`src/rtl/rf_port_arbiter_if.sv`:
```
// Requester/register-file bundle for rf_port_arbiter.
// The slave modport is the arbiter side; the master modport is the environment side.
interface rf_port_arbiter_if #(
  parameter int unsigned wAddr = 2,
  parameter int unsigned wData = 4,
  parameter int unsigned nReq  = 3
) ();
  logic [nReq-1:0]       req;
  logic [nReq-1:0]       req_we;
  logic [nReq*wAddr-1:0] req_addr;
  logic [nReq*wData-1:0] req_wdata;
  logic [nReq-1:0]       gnt;
  logic                  rvalid;
  logic [2:0]            rid;
  logic [wData-1:0]      rdata;
  logic                  clear;
  logic                  busy;
  logic [wAddr-1:0]      rf_ra0;
  logic [wData-1:0]      rf_rd0;
  logic [wAddr-1:0]      rf_wa0;
  logic [wData-1:0]      rf_wd0;
  logic                  rf_we;

  modport master (
    output req, req_we, req_addr, req_wdata, clear, rf_rd0,
    input  gnt, rvalid, rid, rdata, busy, rf_ra0, rf_wa0, rf_wd0, rf_we
  );

  modport slave (
    input  req, req_we, req_addr, req_wdata, clear, rf_rd0,
    output gnt, rvalid, rid, rdata, busy, rf_ra0, rf_wa0, rf_wd0, rf_we
  );
endinterface

```
`src/rtl/rf_port_arbiter.sv`:
```
// Round-robin arbiter sharing one register-file write port and one read port,
// with a clear sequencer that sweeps every register to zero.
module rf_port_arbiter #(
  parameter int unsigned wAddr = 2,
  parameter int unsigned wData = 4,
  parameter int unsigned nReq  = 3
) (
  input logic              clock,
  input logic              reset,
  rf_port_arbiter_if.slave bus_io
);
  localparam int unsigned IdxW = $clog2(nReq);
  localparam logic [wAddr-1:0] LastAddr = '1;
  localparam logic [IdxW-1:0]  LastIdx  = IdxW'(nReq - 1);

  typedef enum logic [0:0] {StIdle, StClear} state_e;

  state_e           state_q, state_d;
  logic [wAddr-1:0] cnt_q, cnt_d;
  logic [IdxW-1:0]  last_q, last_d;
  logic             rvalid_q, rvalid_d;
  logic [2:0]       rid_q, rid_d;
  logic [wData-1:0] rdata_q, rdata_d;

  logic [wAddr-1:0] addr_arr  [nReq];
  logic [wData-1:0] wdata_arr [nReq];

  for (genvar i = 0; i < nReq; i++) begin : g_unpack
    assign addr_arr[i]  = bus_io.req_addr[i*wAddr +: wAddr];
    assign wdata_arr[i] = bus_io.req_wdata[i*wData +: wData];
  end

  // Rotating search: walk offsets from farthest to nearest so the nearest hit wins.
  logic            any_req;
  logic [IdxW-1:0] win_idx, cand_idx;

  always_comb begin
    any_req  = 1'b0;
    win_idx  = '0;
    cand_idx = '0;
    for (int unsigned off = nReq; off >= 1; off--) begin
      cand_idx = IdxW'((32'(last_q) + off) % nReq);
      if (bus_io.req[cand_idx]) begin
        any_req = 1'b1;
        win_idx = cand_idx;
      end
    end
  end

  logic [nReq-1:0]  gnt;
  logic             rf_we;
  logic [wAddr-1:0] rf_wa0, rf_ra0;
  logic [wData-1:0] rf_wd0;

  always_comb begin
    state_d  = state_q;
    cnt_d    = cnt_q;
    last_d   = last_q;
    rvalid_d = 1'b0;
    rid_d    = rid_q;
    rdata_d  = rdata_q;
    gnt      = '0;
    rf_we    = 1'b0;
    rf_wa0   = '0;
    rf_wd0   = '0;
    rf_ra0   = '0;
    unique case (state_q)
      StIdle: begin
        if (bus_io.clear) begin
          state_d = StClear;
          cnt_d   = '0;
        end else if (any_req) begin
          gnt[win_idx] = 1'b1;
          last_d       = win_idx;
          if (bus_io.req_we[win_idx]) begin
            rf_we  = 1'b1;
            rf_wa0 = addr_arr[win_idx];
            rf_wd0 = wdata_arr[win_idx];
          end else begin
            // Combinational register-file read is captured at the grant edge.
            rf_ra0   = addr_arr[win_idx];
            rvalid_d = 1'b1;
            rid_d    = 3'(win_idx);
            rdata_d  = bus_io.rf_rd0;
          end
        end
      end
      StClear: begin
        rf_we  = 1'b1;
        rf_wa0 = cnt_q;
        cnt_d  = cnt_q + 1'b1;
        if (cnt_q == LastAddr) begin
          state_d = StIdle;
          cnt_d   = '0;
        end
      end
      default: state_d = StIdle;
    endcase
  end

  always_ff @(posedge clock or posedge reset) begin
    if (reset) begin
      state_q  <= StIdle;
      cnt_q    <= '0;
      last_q   <= LastIdx;
      rvalid_q <= 1'b0;
      rid_q    <= '0;
      rdata_q  <= '0;
    end else begin
      state_q  <= state_d;
      cnt_q    <= cnt_d;
      last_q   <= last_d;
      rvalid_q <= rvalid_d;
      rid_q    <= rid_d;
      rdata_q  <= rdata_d;
    end
  end

  assign bus_io.gnt    = gnt;
  assign bus_io.rvalid = rvalid_q;
  assign bus_io.rid    = rid_q;
  assign bus_io.rdata  = rdata_q;
  assign bus_io.busy   = (state_q == StClear);
  assign bus_io.rf_we  = rf_we;
  assign bus_io.rf_wa0 = rf_wa0;
  assign bus_io.rf_wd0 = rf_wd0;
  assign bus_io.rf_ra0 = rf_ra0;
endmodule
```
`src/flat_wrapper.sv`:
```
// flat-port wrapper written by rule: the top's interface ports become plain ports
module rf_port_arbiter_flat 
#(
  parameter int unsigned wAddr = 2,
  parameter int unsigned wData = 4,
  parameter int unsigned nReq  = 3
)
  (clock, reset, bus_io_req, bus_io_req_we, bus_io_req_addr, bus_io_req_wdata, bus_io_clear, bus_io_rf_rd0, bus_io_gnt, bus_io_rvalid, bus_io_rid, bus_io_rdata, bus_io_busy, bus_io_rf_ra0, bus_io_rf_wa0, bus_io_rf_wd0, bus_io_rf_we);
  rf_port_arbiter_if #(.wAddr(wAddr), .wData(wData), .nReq(nReq)) bus_io_i ();
  input logic clock;
  input logic reset;
  input wire logic [$bits(bus_io_i.req)-1:0] bus_io_req;
  input wire logic [$bits(bus_io_i.req_we)-1:0] bus_io_req_we;
  input wire logic [$bits(bus_io_i.req_addr)-1:0] bus_io_req_addr;
  input wire logic [$bits(bus_io_i.req_wdata)-1:0] bus_io_req_wdata;
  input wire logic [$bits(bus_io_i.clear)-1:0] bus_io_clear;
  input wire logic [$bits(bus_io_i.rf_rd0)-1:0] bus_io_rf_rd0;
  output wire logic [$bits(bus_io_i.gnt)-1:0] bus_io_gnt;
  output wire logic [$bits(bus_io_i.rvalid)-1:0] bus_io_rvalid;
  output wire logic [$bits(bus_io_i.rid)-1:0] bus_io_rid;
  output wire logic [$bits(bus_io_i.rdata)-1:0] bus_io_rdata;
  output wire logic [$bits(bus_io_i.busy)-1:0] bus_io_busy;
  output wire logic [$bits(bus_io_i.rf_ra0)-1:0] bus_io_rf_ra0;
  output wire logic [$bits(bus_io_i.rf_wa0)-1:0] bus_io_rf_wa0;
  output wire logic [$bits(bus_io_i.rf_wd0)-1:0] bus_io_rf_wd0;
  output wire logic [$bits(bus_io_i.rf_we)-1:0] bus_io_rf_we;
  assign bus_io_i.req = bus_io_req;
  assign bus_io_i.req_we = bus_io_req_we;
  assign bus_io_i.req_addr = bus_io_req_addr;
  assign bus_io_i.req_wdata = bus_io_req_wdata;
  assign bus_io_i.clear = bus_io_clear;
  assign bus_io_i.rf_rd0 = bus_io_rf_rd0;
  assign bus_io_gnt = bus_io_i.gnt;
  assign bus_io_rvalid = bus_io_i.rvalid;
  assign bus_io_rid = bus_io_i.rid;
  assign bus_io_rdata = bus_io_i.rdata;
  assign bus_io_busy = bus_io_i.busy;
  assign bus_io_rf_ra0 = bus_io_i.rf_ra0;
  assign bus_io_rf_wa0 = bus_io_i.rf_wa0;
  assign bus_io_rf_wd0 = bus_io_i.rf_wd0;
  assign bus_io_rf_we = bus_io_i.rf_we;
  rf_port_arbiter #(.wAddr(wAddr), .wData(wData), .nReq(nReq)) u_core (.clock(clock), .reset(reset), .bus_io(bus_io_i));
endmodule
```
`config.mk`:
```
export PLATFORM = sky130hd
export DESIGN_NAME = rf_port_arbiter_flat
export DESIGN_NICKNAME = d
export VERILOG_FILES = /design/src/rtl/rf_port_arbiter_if.sv /design/src/rtl/rf_port_arbiter.sv /design/src/flat_wrapper.sv
export SDC_FILE = /design/constraint.sdc
export NUM_CORES = 1
export LEC_CHECK = 0
export BUFFER_PORTS_ARGS = -buffer_cell sky130_fd_sc_hd__buf_2
export CORE_MARGIN = 5
export CORE_UTILIZATION = 49
export DETAILED_ROUTE_END_ITERATION = 8
export PLACE_DENSITY = 0.84
export SLEW_MARGIN = 25
export SYNTH_ARGS = -nofsm -noshare
export SYNTH_HDL_FRONTEND = slang
export SYNTH_SLANG_ARGS = --single-unit
export TNS_END_PERCENT = 20
```
`constraint.sdc`:
```
create_clock -name clock -period 7.2 [get_ports clock]
set_clock_uncertainty 0.05 [all_clocks]
set_input_delay 0 -clock clock [delete_from_list [all_inputs] [get_ports clock]]
set_output_delay 0 -clock clock [all_outputs]
set_load 0.01 [all_outputs]
```
After elaboration in Yosys (flattened, before gate mapping)
Index checks and enable logic that the tools add are counted.
Widths: inputs -> output; s select.
{ "word_totals": {"ff_bits": 12, "output_inout_bits": 21, "wordCells": 79} }
{ "op_classes": {"n_addsub": 4, "n_div": 3, "magnitude_cmp": 6, "eq_ne": 2, "mux": 51, "bitwise": 4, "n_reduce_logical": 3} }
{ "ops": {"columns": ["op", "count"], "rows": [
  ["$mod 32x2->32 const B", 3],
  ["$mux 2", 14],
  ["$mux 4", 6],
  ["$mux 1", 17],
  ["$lt 2x3->1 const B", 4],
  ["$mux 3", 3],
  ["$bmux 1 s2", 4],
  ["$bmux 4 s2", 1],
  ["$pmux 2 s2", 2],
  ["$add 2x2->3 const B", 2],
  ["$bmux 2 s2", 1],
  ["$pmux 1 s2", 2],
  ["$reduce_and 4->1", 1],
  ["$add 2x1->3 const B", 1],
  ["$ge 3x3->1 const B", 1],
  ["$not 1->1", 3],
  ["$not 2->3", 1],
  ["$reduce_and 3->1", 1],
  ["$add 2x1->2 const B", 1],
  ["$demux 1 s2", 1],
  ["$eq 2x2->1 const B", 1],
  ["$ge 2x1->1 const B", 1],
  ["$ne 2x2->1 const B", 1],
  ["$logic_and 1x1->1", 1]
]} }

Depth between registers and ports, before layout
{ "depth": {"depth_word": 15, "ltp_mapped": 10, "depth_no_buf": 8} }

Worst setup path after synthesis
OpenSTA, ideal clock, no wires.
{ "synth_path": {"path_kind": "reg2reg", "start": "register u_core.last_q[1]", "end": "register u_core.rdata_q[0] (netlist: u_core.bus_io.rdata[0])", "t_arrival_ns": 2.397, "required_time_ns": 7.025, "setup_slack_ns": 4.628, "stages_incl_launch_ff": 11, "n_path_buf": 2, "synth_period_minus_slack_ns": 2.572, "cell_sequence": "dfstp_2 inv_1 ha_1 buf_4 or2_2 o221ai_1 or2_2 clkbuf_1 nor3_1 a31oi_4 mux2_4"} }
{ "synth_via": {"elab_chain_len": 11, "word_cells_on_any_way": 22, "cone_classes": "3 x add/sub; 3 x div; 14 x mux; 1 x bitwise; 1 x reduce/logical"} }
{ "synth_rtl": {"columns": ["item", "line", "text"], "rows": [
  ["start, declared", "rf_port_arbiter.sv:20", "logic [IdxW-1:0] last_q, last_d;"],
  ["start signal, assigned", "rf_port_arbiter.sv:105", "last_q <= LastIdx;"],
  ["start signal, assigned", "rf_port_arbiter.sv:112", "last_q <= last_d;"],
  ["$add 2x2->3", "rf_port_arbiter.sv:42", "cand_idx = IdxW'((32'(last_q) + off) % nReq);"],
  ["$mod 32x2->32", "rf_port_arbiter.sv:42", null],
  ["$bmux 1 s2", "rf_port_arbiter.sv:43", "if (bus_io.req[cand_idx]) begin"],
  ["$mux 1 (implied by the code)", "rf_port_arbiter.sv:43", null],
  ["$mux 2 (3 in series)", "rf_port_arbiter.sv:43", null],
  ["$bmux 1 s2", "rf_port_arbiter.sv:75", "if (bus_io.req_we[win_idx]) begin"],
  ["$mux 1 (implied by the code)", "rf_port_arbiter.sv:75", null],
  ["$not 1->1 (no source line)", null, null],
  ["$reduce_and 4->1 (no source line) (*)", null, null],
  ["end signal, assigned", "rf_port_arbiter.sv:115", "rdata_q <= rdata_d;"],
  ["end, declared", "rf_port_arbiter.sv:23", "logic [wData-1:0] rdata_q, rdata_d;"]
]} }
Every way passes the cells marked *; elsewhere a longest branch is shown, timed or not. The select of a mux whose other input is x is not followed.
A chain may end at the register's enable or synchronous reset.

Worst setup path after layout
{ "layout_path": {"start": "register u_core.last_q[1]", "end": "output port bus_io_rf_ra0[1]"} }
{ "layout_via": {"elab_chain_len": 15, "word_cells_on_any_way": 28, "cone_classes": "3 x add/sub; 3 x div; 21 x mux; 1 x bitwise"} }
{ "layout_rtl": {"columns": ["item", "line", "text"], "rows": [
  ["$add 2x2->3", "rf_port_arbiter.sv:42", null],
  ["$mod 32x2->32", "rf_port_arbiter.sv:42", null],
  ["$bmux 1 s2", "rf_port_arbiter.sv:43", null],
  ["$mux 1 (implied by the code)", "rf_port_arbiter.sv:43", null],
  ["$mux 2 (3 in series)", "rf_port_arbiter.sv:43", null],
  ["$not 2->3 (implied by the code)", "rf_port_arbiter.sv:81", "rf_ra0 = addr_arr[win_idx];"],
  ["$bmux 2 s2", "rf_port_arbiter.sv:81", null],
  ["$mux 2 (implied by the code) (2 in series)", "rf_port_arbiter.sv:81", null],
  ["$mux 2", "rf_port_arbiter.sv:75", null],
  ["$mux 2 (*)", "rf_port_arbiter.sv:72", "end else if (any_req) begin"],
  ["$mux 2 (*)", "rf_port_arbiter.sv:69", "if (bus_io.clear) begin"],
  ["$mux 2 (*)", "rf_port_arbiter.sv:67", "unique case (state_q)"],
  ["end, declared", "flat_wrapper.sv:23", "output wire logic [$bits(bus_io_i.rf_ra0)-1:0] bus_io_rf_ra0;"]
]} }
Marks and branches as above.

==> results.ini <==
[cts]
cts_tree = yes
insertion_delay_ps = 270
root_buffer = clkbuf_4
htree_levels = 1
cts_buffer_depth = 2
cts_sinks = 12
cts-buffers-inserted = 3
post_cts_buffers = 0
clk_pin_slew_ps = 90

[logic_synthesis]
syn_inst = 117
syn_area_um2 = 1090
ys_ff_latch = 12
yosysSeqAreaShare = 0.276
avgSynthCellArea_um2 = 9.35
ys_warn_count = 0
synthesis.nets = 153
yosys.area.top_type_share = 0.252
yosysTopAreaCell = dfrtp_1
ys_types = 43
yosys-top-cells-area = dfrtp_1, mux2_4, mux2i_1

[die]
boundaryPins = 52
fp.dieH_um = 57.2
rows = 17
die_w_um = 57.2
core_um2 = 2170
die_area_um2 = 3280
start_util = 0.504

[finish]
instances_no_fill = 200
area_delta_synth_final_pct = 31.8
fin_area_um2 = 1440
antenna_cells = 0
final_util = 0.664
nFillCells = 187
drive_above_1_share = 0.424
finalNetCount = 209

[placed_design]
dpl.cell_count = 191
gp_congestion = 0.788
dp_hpwl_um = 2290
pre_cts_ws_ps = 4140
io_buffers = 50
placed_cell_area_um2 = 1360

[sta]
finalSetupViolCount = 0
post-route-min-period_ps = 3130
holdWs_ps = 31.7
period_share = 0.435
relSlewSlack = 0.562
finalHoldViolCount = 0
tns_ps = 0
tightest_slew_ps = 655
fmax_mhz = 319
rsz0062_at_grt = false
worst_slack_ps = 4070
slew_violations = 0

[global_route]
antenna_found_initial = 0
grt_pass1_wl_um = 4770
grt_remaining_overflow = 0
first_global_vias = 1097
grt.total_usage = 0.177
grt_max_degree = 13

[setup_path]
end_kind = output pin
cp_max_fo = 12
crit_type = reg2out
crit_required_ps = 7150
worstPathArrival_ps = 3080
start_kind = flop

[pwr]
total_power_mw = 0.545
powerDensity_nw_per_um2 = 378
peakVddDrop_v = 0.000232
p_leak_nw = 0.768

[routing]
routed_wl_um = 2860
vias = 1105
dr.pass1.iters = 4
vias_per_cell = 5.53
drc_errors = 0
first_iter_violations = 24
ant_nets = 0
wire_per_inst_um = 14.3

[worst_hold_path]
holdCritPathClass = in2reg

[outcome]
status = finished, final reports clean

[run]
cap_violations = 0

-- worst paths after layout --
kind	start	endpoint	slack, ps	cells after the start
setup / recovery	u_core.last_q[1]	bus_io_rf_ra0[1]	4070	8
max in group asynchronous	reset	u_core.last_q[1]	6540	3
hold reg to reg	u_core.bus_io.rdata[0]	u_core.bus_io.rdata[0]	470	1
setup reg to reg	u_core.last_q[1]	u_core.bus_io.rdata[1]	4130	7
min in group asynchronous	reset	u_core.last_q[0]	220	3
hold / removal	bus_io_req_we[2]	u_core.bus_io.rid[1]	30	4
-- state kept, by name (all words and copies together) (netlist names) --
signal                flops
u_core.bus_io.rvalid      1
u_core.bus_io.rdata       4
u_core.bus_io.rid         2
u_core.bus_io.busy        1
u_core.last_q             2
u_core.cnt_q              2
-- layout by cell type, fill, tap and decap left out, types with 2 or more instances in the layout --
cell type and n:
o31ai_1 4, nor2_1 9, mux2i_1 7, dlygate4sd3_1 5, ha_1 5, dfrtp_1 11
nor3_1 2, a311oi_1 3, mux2_4 6, nand3_1 2, nand2_1 13, a21oi_1 4
and4_1 3, nor2b_1 2, mux2_2 2, a21o_1 2, buf_2 50, inv_1 9
or2_2 2, a22o_1 5, clkbuf_4 3
-- critical path: stages, from the launching register on --
cell	delay [ps]
dfstp_2	560
ha_1	260
mux2_4	330
mux2_4	280
o41ai_4	540
nor2_2	200
a31oi_4	370
nor2_1	100
buf_2	150
-- area by class of cell --
type	count	area, µm²	share of cell area
clock buffer	4	36.3	0.0252
sequential	12	302	0.209
inverter	9	33.8	0.0234
timing repair buffer	55	300	0.208
multi-input combinational	92	734	0.510
tap	28	35.0	0.0243
-- cell families after synthesis --
kind of cell | synth area share
simple gates | 0.193
compound gates | 0.238
mux | 0.180
buf+inv | 0.0526
flops | 0.276
fa+ha+maj | 0.0572
other cells | 0.00343
-- cell usage after synthesis, drive strengths merged --
library cell   n
and2           1
a32o           1
conb           1
mux2i          8
o31ai          4
clkbuf         1
a21oi          4
o221ai         1
nor2b          2
ha             5
dfrtp         11
o41ai          1
o211a          1
or2            2
and3b          1
nor2          10
nand3b         1
a31o           1
o21ai          1
a311oi         3
buf            3
nor3           3
dfstp          1
a21o           2
a211oi         1
nor4           1
and4           3
inv            9
mux2           8
nand2         14
nand2b         1
nand3          2
a311o          1
a22o           5
a31oi          2
o2bb2ai        1
-- repair_timing --
| action | 4_1_cts | 5_1_grt |
|---|---|---|
| hold buffers | 5 | 0 |
| resized for setup | 0 | 0 |
| endpoints found under the hold margin | 15 | 0 |
-- power breakdown --
group | switching (mW) | internal [mW] | total, mW
logic | 0.203 | 0.163 | 0.367
registers | 0.0249 | 0.0994 | 0.124
clock network | 0.0239 | 0.0307 | 0.0546
-- layer usage --
metal | vias up | wire [µm] | track usage
met2 | 52 | 1380 | 0.318
li1 | 541 | - | -
met3 | 2 | 250 | 0.0226
met5 | - | 0 | 0
met1 | 510 | 1210 | 0.222
met4 | 0 | 20 | 0.0430
(Power assumes the default switching activity.)
